==> config.mk <==
export PLATFORM = sky130hd
export DESIGN_NAME = pe_operand_feeder
export DESIGN_NICKNAME = d
export VERILOG_FILES = /design/src/rtl/pe_operand_feeder.sv
export SDC_FILE = /design/constraint.sdc
export NUM_CORES = 1
export LEC_CHECK = 0
export BUFFER_PORTS_ARGS = -buffer_cell sky130_fd_sc_hd__buf_2
export CORE_AREA = 2 2 169 171
export DETAILED_ROUTE_END_ITERATION = 10
export DIE_AREA = 0 0 171 173
export GPL_ROUTABILITY_DRIVEN = 0
export PLACE_DENSITY = 0.68
export SETUP_SLACK_MARGIN = 0.4
export SLEW_MARGIN = 40
export SYNTH_ARGS = -nofsm -noshare
export SYNTH_HDL_FRONTEND = slang
export SYNTH_SLANG_ARGS = --single-unit
==> constraint.sdc <==
create_clock -name clk -period 5.2 [get_ports clk]
set_input_delay 1.04 -clock clk [delete_from_list [all_inputs] [get_ports clk]]
set_output_delay 1.04 -clock clk [all_outputs]
set_load 0.01 [all_outputs]
==> src/rtl/pe_operand_feeder.sv <==
// rtl/pe_operand_feeder.sv - joins A/B/C operand streams into registered beats for a fixed-latency FP PE
// Issues one beat per cycle while all required operands are valid, then drains the PE pipeline before re-arming.
module pe_operand_feeder #(
    parameter int DWIDTH  = 64,
    parameter int LATENCY = 16
) (
    input  logic              clk,
    input  logic              aresetn,
    input  logic [2:0]        cfg_op,
    input  logic              cfg_valid,
    output logic              cfg_ready,
    input  logic [DWIDTH-1:0] s_axis_a_tdata,
    input  logic              s_axis_a_tvalid,
    input  logic              s_axis_a_tlast,
    output logic              s_axis_a_tready,
    input  logic [DWIDTH-1:0] s_axis_b_tdata,
    input  logic              s_axis_b_tvalid,
    output logic              s_axis_b_tready,
    input  logic [DWIDTH-1:0] s_axis_c_tdata,
    input  logic              s_axis_c_tvalid,
    output logic              s_axis_c_tready,
    output logic [DWIDTH-1:0] inp1,
    output logic [DWIDTH-1:0] inp2,
    output logic [DWIDTH-1:0] inp3,
    output logic              t_valid_inp1,
    output logic              t_valid_inp2,
    output logic              t_last_in,
    output logic [2:0]        op,
    output logic              busy,
    output logic              done,
    output logic              cfg_err,
    output logic [31:0]       beat_count
);

    localparam logic [1:0] S_IDLE   = 2'd0;
    localparam logic [1:0] S_STREAM = 2'd1;
    localparam logic [1:0] S_DRAIN  = 2'd2;

    localparam logic [2:0] OP_ADD  = 3'b000;
    localparam logic [2:0] OP_MUL  = 3'b010;
    localparam logic [2:0] OP_MACC = 3'b011;
    localparam logic [2:0] OP_NOP  = 3'b100;

    localparam int CW = $clog2(LATENCY + 2);

    logic [1:0]        r_state;
    logic [2:0]        r_op;
    logic [DWIDTH-1:0] r_inp1;
    logic [DWIDTH-1:0] r_inp2;
    logic [DWIDTH-1:0] r_inp3;
    logic              r_tvalid;
    logic              r_tlast;
    logic              r_done;
    logic              r_cfg_err;
    logic [31:0]       r_beat_count;
    logic [CW-1:0]     r_drain_cnt;

    logic w_is_macc;
    logic w_issue;
    logic w_cfg_accept;
    logic w_cfg_legal;

    assign w_is_macc    = (r_op == OP_MACC);
    assign w_issue      = (r_state == S_STREAM) && s_axis_a_tvalid && s_axis_b_tvalid
                          && (s_axis_c_tvalid || !w_is_macc);
    assign w_cfg_accept = cfg_ready && cfg_valid;
    assign w_cfg_legal  = (cfg_op == OP_ADD) || (cfg_op == OP_MUL) || (cfg_op == OP_MACC);

    // All streams pop together or not at all, so no operand can be partially consumed.
    assign s_axis_a_tready = w_issue;
    assign s_axis_b_tready = w_issue;
    assign s_axis_c_tready = w_issue && w_is_macc;
    assign cfg_ready       = (r_state == S_IDLE);
    assign busy            = (r_state != S_IDLE);

    assign inp1         = r_inp1;
    assign inp2         = r_inp2;
    assign inp3         = r_inp3;
    assign t_valid_inp1 = r_tvalid;
    assign t_valid_inp2 = r_tvalid;
    assign t_last_in    = r_tlast;
    assign op           = r_op;
    assign done         = r_done;
    assign cfg_err      = r_cfg_err;
    assign beat_count   = r_beat_count;

    always_ff @(posedge clk or negedge aresetn) begin
        if (!aresetn) begin
            r_state      <= S_IDLE;
            r_op         <= OP_NOP;
            r_inp1       <= '0;
            r_inp2       <= '0;
            r_inp3       <= '0;
            r_tvalid     <= 1'b0;
            r_tlast      <= 1'b0;
            r_done       <= 1'b0;
            r_cfg_err    <= 1'b0;
            r_beat_count <= '0;
            r_drain_cnt  <= '0;
        end else begin
            r_tvalid  <= 1'b0;
            r_tlast   <= 1'b0;
            r_done    <= 1'b0;
            r_cfg_err <= 1'b0;
            case (r_state)
                S_IDLE: begin
                    if (w_cfg_accept) begin
                        if (w_cfg_legal) begin
                            r_op         <= cfg_op;
                            r_beat_count <= '0;
                            r_state      <= S_STREAM;
                        end else begin
                            r_cfg_err <= 1'b1;
                        end
                    end
                end
                S_STREAM: begin
                    if (w_issue) begin
                        r_inp1   <= s_axis_a_tdata;
                        r_inp2   <= s_axis_b_tdata;
                        r_inp3   <= w_is_macc ? s_axis_c_tdata : '0;
                        r_tvalid <= 1'b1;
                        r_tlast  <= s_axis_a_tlast;
                        if (r_beat_count != 32'hFFFF_FFFF) begin
                            r_beat_count <= r_beat_count + 32'd1;
                        end
                        if (s_axis_a_tlast) begin
                            r_state     <= S_DRAIN;
                            r_drain_cnt <= CW'(LATENCY);
                        end
                    end
                end
                S_DRAIN: begin
                    // Counts LATENCY down to 0 inclusive: LATENCY+1 drain cycles.
                    if (r_drain_cnt == '0) begin
                        r_state <= S_IDLE;
                        r_done  <= 1'b1;
                    end else begin
                        r_drain_cnt <= r_drain_cnt - 1'b1;
                    end
                end
                default: r_state <= S_IDLE;
            endcase
        end
    end

endmodule
==> flow_metrics.env, run 1 <==
export IMPL_outcome="completed"
export IMPL_first_pass_iters=4
export IMPL_synth_compound_area_share_pct=5.76
export IMPL_holdCritPathClass="input port to async pin"
export IMPL_r2r_start="op[2]$_DFFE_PN1P_"
export IMPL_peakVddDrop_v=0.000321
export IMPL_fin_crit_sh_pct=65.4
export IMPL_wl_per_cell_um=15.7
export IMPL_relSlewSlack_pct=47.5
export IMPL_fin_area_mm2=0.0132
export IMPL_worstPathArrival_ps=2360
export IMPL_fillers=2689
export IMPL_synthDominantCellAreaShare_pct=60.5
export IMPL_synth_flop_cell="dfrtp_1"
export IMPL_cts_tree="done"
export IMPL_synthArstFlopShare_pct=100
export IMPL_use_met1_pct=24.5
export IMPL_nets=1719
export IMPL_gr_usage_met2_pct=33.4
export IMPL_hpwl_mm=21.5
export IMPL_cts_root_buf="clkbuf_16"
export IMPL_via_per_inst=4.76
export IMPL_synth_xor_area_share_pct=0.268
export IMPL_critical_path_class="input port to output port"
export IMPL_fin_tns_setup_ps=0
export IMPL_worst_pin_slew_ps=785
export IMPL_max_freq_mhz=294
export IMPL_ioPinCount=439
export IMPL_ys_types=57
export IMPL_start_kind="input port"
export IMPL_drc=0
export IMPL_ys_seq_area_share_pct=60.8
export IMPL_syn_instance_count=1102
export IMPL_grt_max_degree=97
export IMPL_drive_above_1_share_pct=33.0
export IMPL_leakage_nw=7.51
export IMPL_grt_pass1_vias=8931
export IMPL_cts_sinks=238
export IMPL_slew_violations=0
export IMPL_required_ps=4160
export IMPL_reg2reg_slack_ps=2300
export IMPL_synth_top_family_by_area="simple AND/OR/NAND/NOR gates"
export IMPL_syn_avg_cell_area_um2=8.89
export IMPL_synth_area_mm2=0.00980
export IMPL_synth_top_area_cell="dfrtp_1"
export IMPL_postCtsResizedCells=0
export IMPL_track_usage_pct=19.8
export IMPL_cts_buffer_depth=3
export IMPL_rsz0062_at_grt="no"
export IMPL_antenna_found_initial=5
export IMPL_path_max_fanout=56
export IMPL_drtIter0Drc=580
export IMPL_cap_violations=0
export IMPL_synth_mux_area_share_pct=0.217
export IMPL_ys_ff_latch=238
export IMPL_grt_busiest_layer="met2"
export IMPL_skew_ps=20.2
export IMPL_die_w_um=171
export IMPL_syn_num_nets=1306
export IMPL_cts_hold_fix_buffers=0
export IMPL_clk_pin_slew_ps=60
export IMPL_initial_core_util_pct=35.5
export IMPL_grt_remaining_overflow=0
export IMPL_num_vias=9124
export IMPL_placed_area_mm2=0.0123
export IMPL_cts_post_setup_buffers_inserted=0
export IMPL_num_rows=61
export IMPL_synth_warnings=0
export IMPL_hold_viol=0
export IMPL_grt_pass1_wl_mm=47.6
export IMPL_routed_wl_mm=30.2
export IMPL_grt_use_met3_pct=5.38
export IMPL_synthTopCellsByCount="nand2_1, dfrtp_1, nand3_1"
export IMPL_yosys_area_share_simple_pct=29.5
export IMPL_cts_htree_levels=1
export IMPL_antenna_left=0
export IMPL_yosysMostFrequentCell="nand2_1"
export IMPL_setup_viol=0
export IMPL_synth_area_leaders="dfrtp_1, nand2_1, nand3_1"
export IMPL_powerDensity_mw_per_mm2=542
export IMPL_io_buffers=438
export IMPL_synthToLayoutAreaGrowth_pct=35.2
export IMPL_core_mm2=0.0276
export IMPL_clock_latency_ps=530
export IMPL_cts_buffers=26
export IMPL_synth_fa_ha_area_share_pct=0.255
export IMPL_synth_edff_count=0
export IMPL_end_kind="output port"
export IMPL_finalCriticalPeriod_ps=3400
export IMPL_rr_worst_depth=6
export IMPL_die_height_um=173
export IMPL_die_area_mm2=0.0296
export IMPL_r2r_end="beat_count[7]$_DFFE_PN0P_"
## placed cells by master, fill, tap and decap left out, types with 6 or more instances in the layout
cell,n
nor2_1,21
buf_2,437
nand2_1,531
clkbuf_16,26
a21oi_1,15
inv_1,13
o311ai_0,6
or3_1,6
clkinv_2,7
dfrtp_1,237
o21ai_0,33
nand4_1,17
nand3_1,76
buf_4,7
a31oi_1,8
## logic make-up after synthesis
kind of cell / Yosys count
multiplexers: 2
flip-flops: 238
adder cells (fa/ha/maj): 2
XOR/XNOR: 3
AO/OA/AOI/OAI: 87
AND/OR/NAND/NOR: 693
buffers and inverters: 77
## cell type report
class,count,area [um^2],share of cell area [%]
Antenna cell,5,12.5,0.0944
Clock buffer,34,721,5.44
Clock inverter,14,165,1.25
Inverter,14,57.6,0.434
Multi-Input combinational cell,787,3550,26.8
Sequential cell,238,5960,45.0
Tap cell,378,473,3.57
Timing Repair Buffer,448,2310,17.5
## power breakdown
part           internal, mW  total, mW  leakage, nW  switching, mW
registers              2.56       2.95         3.09          0.398
logic                 0.889       2.34         3.98           1.45
clock network          1.13       1.88        0.435          0.754
total                  4.57       7.18         7.51           2.60
## per-stage QoR
step           hold slack [ps]  power [mW]  worst slack, ps  utilization (%)  std cells
2_1_floorplan              426        4.19             1870                -       1102
3_3_place_gp               445        5.30             1790             44.5       1864
3_5_place_dp               450        5.36             1670             44.6       1865
4_1_cts                    411        7.28             1800             47.8       1913
5_1_grt                    434        7.71             1680             47.9       1918
6_report                   425        7.18             1800             47.9       1918
## how the worst max path moves through the flow
| stage | from | end | slack, ps |
|---|---|---|---|
| 6_report | s_axis_c_tvalid | s_axis_b_tready | 1800 |
| 3_5_place_dp | s_axis_b_tvalid | beat_count[7]$_DFFE_PN0P_ | 1670 |
| 3_3_place_gp | s_axis_b_tvalid | beat_count[6]$_DFFE_PN0P_ | 1790 |
| 4_1_cts | s_axis_c_tvalid | s_axis_b_tready | 1800 |
| 2_1_floorplan | s_axis_b_tvalid | s_axis_b_tready | 1870 |
| 5_1_grt | s_axis_b_tvalid | s_axis_a_tready | 1680 |
## worst max-delay path, stage by stage
cell and delay [ps]:
buf_2 100, nand4bb_1 250, nand2_4 430, inv_6 260, buf_2 230
## state kept, by name, summed over array words and instances, names as in the netlist
register	count
inp1	64
t_last_in	1
r_drain_cnt	5
r_state	2
inp2	64
inp3	64
op	3
t_valid_inp1	1
beat_count	32
done	1
cfg_err	1
## routing by layer
| layer | up-vias | share of wire, % |
|---|---|---|
| li1 | 4425 | - |
| met1 | 4313 | 41 |
| met2 | 342 | 48 |
| met3 | 44 | 8.7 |
| met4 | 0 | 2.2 |
| met5 | - | 0 |
(Power assumes the default switching activity.)
==> run 2, diff against run 1 <==
--- a/config.mk
+++ b/config.mk
@@ -6,11 +6,11 @@
 export NUM_CORES = 1
 export LEC_CHECK = 0
 export BUFFER_PORTS_ARGS = -buffer_cell sky130_fd_sc_hd__buf_2
-export CORE_AREA = 2 2 169 171
+export CORE_AREA = 2 2 168 170
 export DETAILED_ROUTE_END_ITERATION = 10
-export DIE_AREA = 0 0 171 173
+export DIE_AREA = 0 0 170 172
 export GPL_ROUTABILITY_DRIVEN = 0
-export PLACE_DENSITY = 0.68
+export PLACE_DENSITY = 0.71
 export SETUP_SLACK_MARGIN = 0.4
 export SLEW_MARGIN = 40
 export SYNTH_ARGS = -nofsm -noshare
==> constraint.sdc (replaced) <==
create_clock -name clk -period 3.1 [get_ports clk]
set_input_delay 0.62 -clock clk [delete_from_list [all_inputs] [get_ports clk]]
set_output_delay 0.62 -clock clk [all_outputs]
set_load 0.01 [all_outputs]
==> run 2 against run 1 <==
  * Worst setup slack got worse by 1300 ps
  * Combinational power increased by 71%
  * Sequential power increased by 69%
  * Critical path depth decreased by 1
  * Critical endpoint is now s_axis_c_tready
  * Highest routed layer unchanged
  * Register-to-register slack got worse by 1700 ps
  * Die area decreased by 1.2%
  * Clock skew decreased by 4.7 ps
  * Clock power increased by 56%
  * Critical path type is now flop to output port
  * First-iteration DRC count increased by 20%
==> flow_metrics.env, run 2 (same netlist as run 1, synthesis figures left out) <==
export IMPL_outcome="completed"
export IMPL_internal_power_mw=7.48
export IMPL_ioPinCount=439
export IMPL_endpoint="s_axis_c_tready"
export IMPL_reg2reg_slack_ps=630
export IMPL_fillers=2640
export IMPL_fin_area_mm2=0.0132
export IMPL_setup_viol=0
export IMPL_rr_worst_depth=5
export IMPL_grt_remaining_overflow=0
export IMPL_cts_post_setup_buffers_inserted=0
export IMPL_skew_ps=15.4
export IMPL_p_total_mw=11.9
export IMPL_drive_above_1_share_pct=33.1
export IMPL_grt_max_degree=102
export IMPL_slew_violations=0
export IMPL_required_ps=2480
export IMPL_critical_path_class="flop to output port"
export IMPL_drc=0
export IMPL_power_switching_mw=4.43
export IMPL_antenna_found_initial=3
export IMPL_antenna_left=0
export IMPL_clk_pin_slew_ps=60
export IMPL_cts_tree="done"
export IMPL_hold_viol=0
export IMPL_finalCriticalPeriod_ps=2650
export IMPL_path_max_fanout=23
export IMPL_placed_cells=1838
export IMPL_leakage_nw=7.52
export IMPL_peakVddDrop_v=0.000548
export IMPL_cts_htree_levels=1
export IMPL_die_w_um=170
export IMPL_nets=1724
export IMPL_wl_per_cell_um=16.0
export IMPL_clockPowerShare_pct=24.6
export IMPL_p_comb_share_pct=33.6
export IMPL_placed_area_mm2=0.0124
export IMPL_mostFrequentLayoutCells="nand2_1, buf_2, dfrtp_1"
export IMPL_routed_wl_mm=30.2
export IMPL_grt_pass1_wl_mm=46.0
export IMPL_cts_buffers=26
export IMPL_relSlewSlack_pct=51.4
export IMPL_worstPathArrival_ps=2030
export IMPL_synthToLayoutAreaGrowth_pct=34.9
export IMPL_r2r_end="beat_count[2]$_DFFE_PN0P_"
export IMPL_fin_crit_sh_pct=85.5
export IMPL_seqCellArea_mm2=0.00596
export IMPL_fin_cells=1889
export IMPL_die_height_um=172
export IMPL_track_usage_pct=19.6
export IMPL_swShare_pct=37.2
export IMPL_whs_ps=49.8
export IMPL_die_area_mm2=0.0292
export IMPL_multi_input_area_mm2=0.00355
export IMPL_cts_root_buf="clkbuf_16"
export IMPL_num_vias=9215
export IMPL_holdCritPathClass="input port to async pin"
export IMPL_final_common_cell="nand2_1"
export IMPL_cts_buffer_depth=3
export IMPL_p_seq_share_pct=41.8
export IMPL_first_pass_iters=5
export IMPL_core_mm2=0.0275
export IMPL_cap_violations=0
export IMPL_worst_pin_slew_ps=724
export IMPL_powerDensity_mw_per_mm2=901
export IMPL_clock_latency_ps=530
export IMPL_hpwl_mm=21.4
export IMPL_r2r_start="beat_count[8]$_DFFE_PN0P_"
export IMPL_cts_sinks=238
export IMPL_rsz0062_at_grt="yes"
export IMPL_num_rows=61
export IMPL_via_per_inst=4.88
export IMPL_drtIter0Drc=695
export IMPL_initial_core_util_pct=35.7
export IMPL_max_freq_mhz=377
export IMPL_io_buffers=438
export IMPL_end_kind="output port"
export IMPL_worstSetupStartpoint="op[2]$_DFFE_PN1P_"
export IMPL_fin_tns_setup_ps=0
export IMPL_grt_pass1_vias=8782
export IMPL_start_kind="flop"
run 2: layout make-up:
cell class,count,area share [%]
Antenna cell,3,0.0568
Inverter,14,0.597
Tap cell,346,3.28
Clock inverter,15,0.635
Sequential cell,238,45.1
Multi-Input combinational cell,787,26.8
Timing Repair Buffer,453,18.0
Clock buffer,33,5.51
run 2: worst min path at each step:
stage / depth (start not counted) / slack [ps] / start / to
global route: 1 / 80 / aresetn / inp2[31]$_DFFE_PN0P_
global placement: 2 / 450 / inp3[48]$_DFFE_PN0P_ / inp3[48]$_DFFE_PN0P_
finish: 1 / 50 / aresetn / inp2[20]$_DFFE_PN0P_
detailed placement: 2 / 450 / inp3[14]$_DFFE_PN0P_ / inp3[14]$_DFFE_PN0P_
CTS: 1 / 60 / aresetn / inp2[20]$_DFFE_PN0P_
floorplan: 0 / 320 / aresetn / beat_count[0]$_DFFE_PN0P_
run 2: layer usage:
layer | GRT usage (%) | up-vias | part of all wire, %
met4 | 7.02 | 0 | 2.6
met1 | 24.5 | 4332 | 41
met3 | 5.17 | 45 | 8.9
li1 | - | 4417 | -
met2 | 32.8 | 421 | 47
met5 | 0 | - | 0
run 2: what timing repair did:
item,4_1_cts,5_1_grt
endpoints found under the setup margin,2,3
hold buffers,0,0
resized for setup,2,3
hold endpoints to repair,0,0
run 2: worst max-delay path, cell delays in order, from the launching register on:
cell and delay (ps):
dfstp_2 600, nand4bb_1 280, nand2_8 190, nor3_1 260
buf_2 180
run 2: per-stage QoR:
step                setup slack (ps)  utilization [%]
floorplan                        606                -
CTS                              409             48.0
finish                           450             48.1
global route                     330             48.1
detailed placement               492             45.0
global placement                 553             45.0
run 2: power groups by stage:
stage | clock (mW) | sequential [mW] | combinational (mW)
finish | 2.93 | 4.98 | 4.00
global route | 3.16 | 5.13 | 4.49
CTS | 3.01 | 4.97 | 4.05
detailed placement | 0 | 5.00 | 4.05
global placement | 0 | 4.96 | 3.96
floorplan | 0 | 5.52 | 1.51
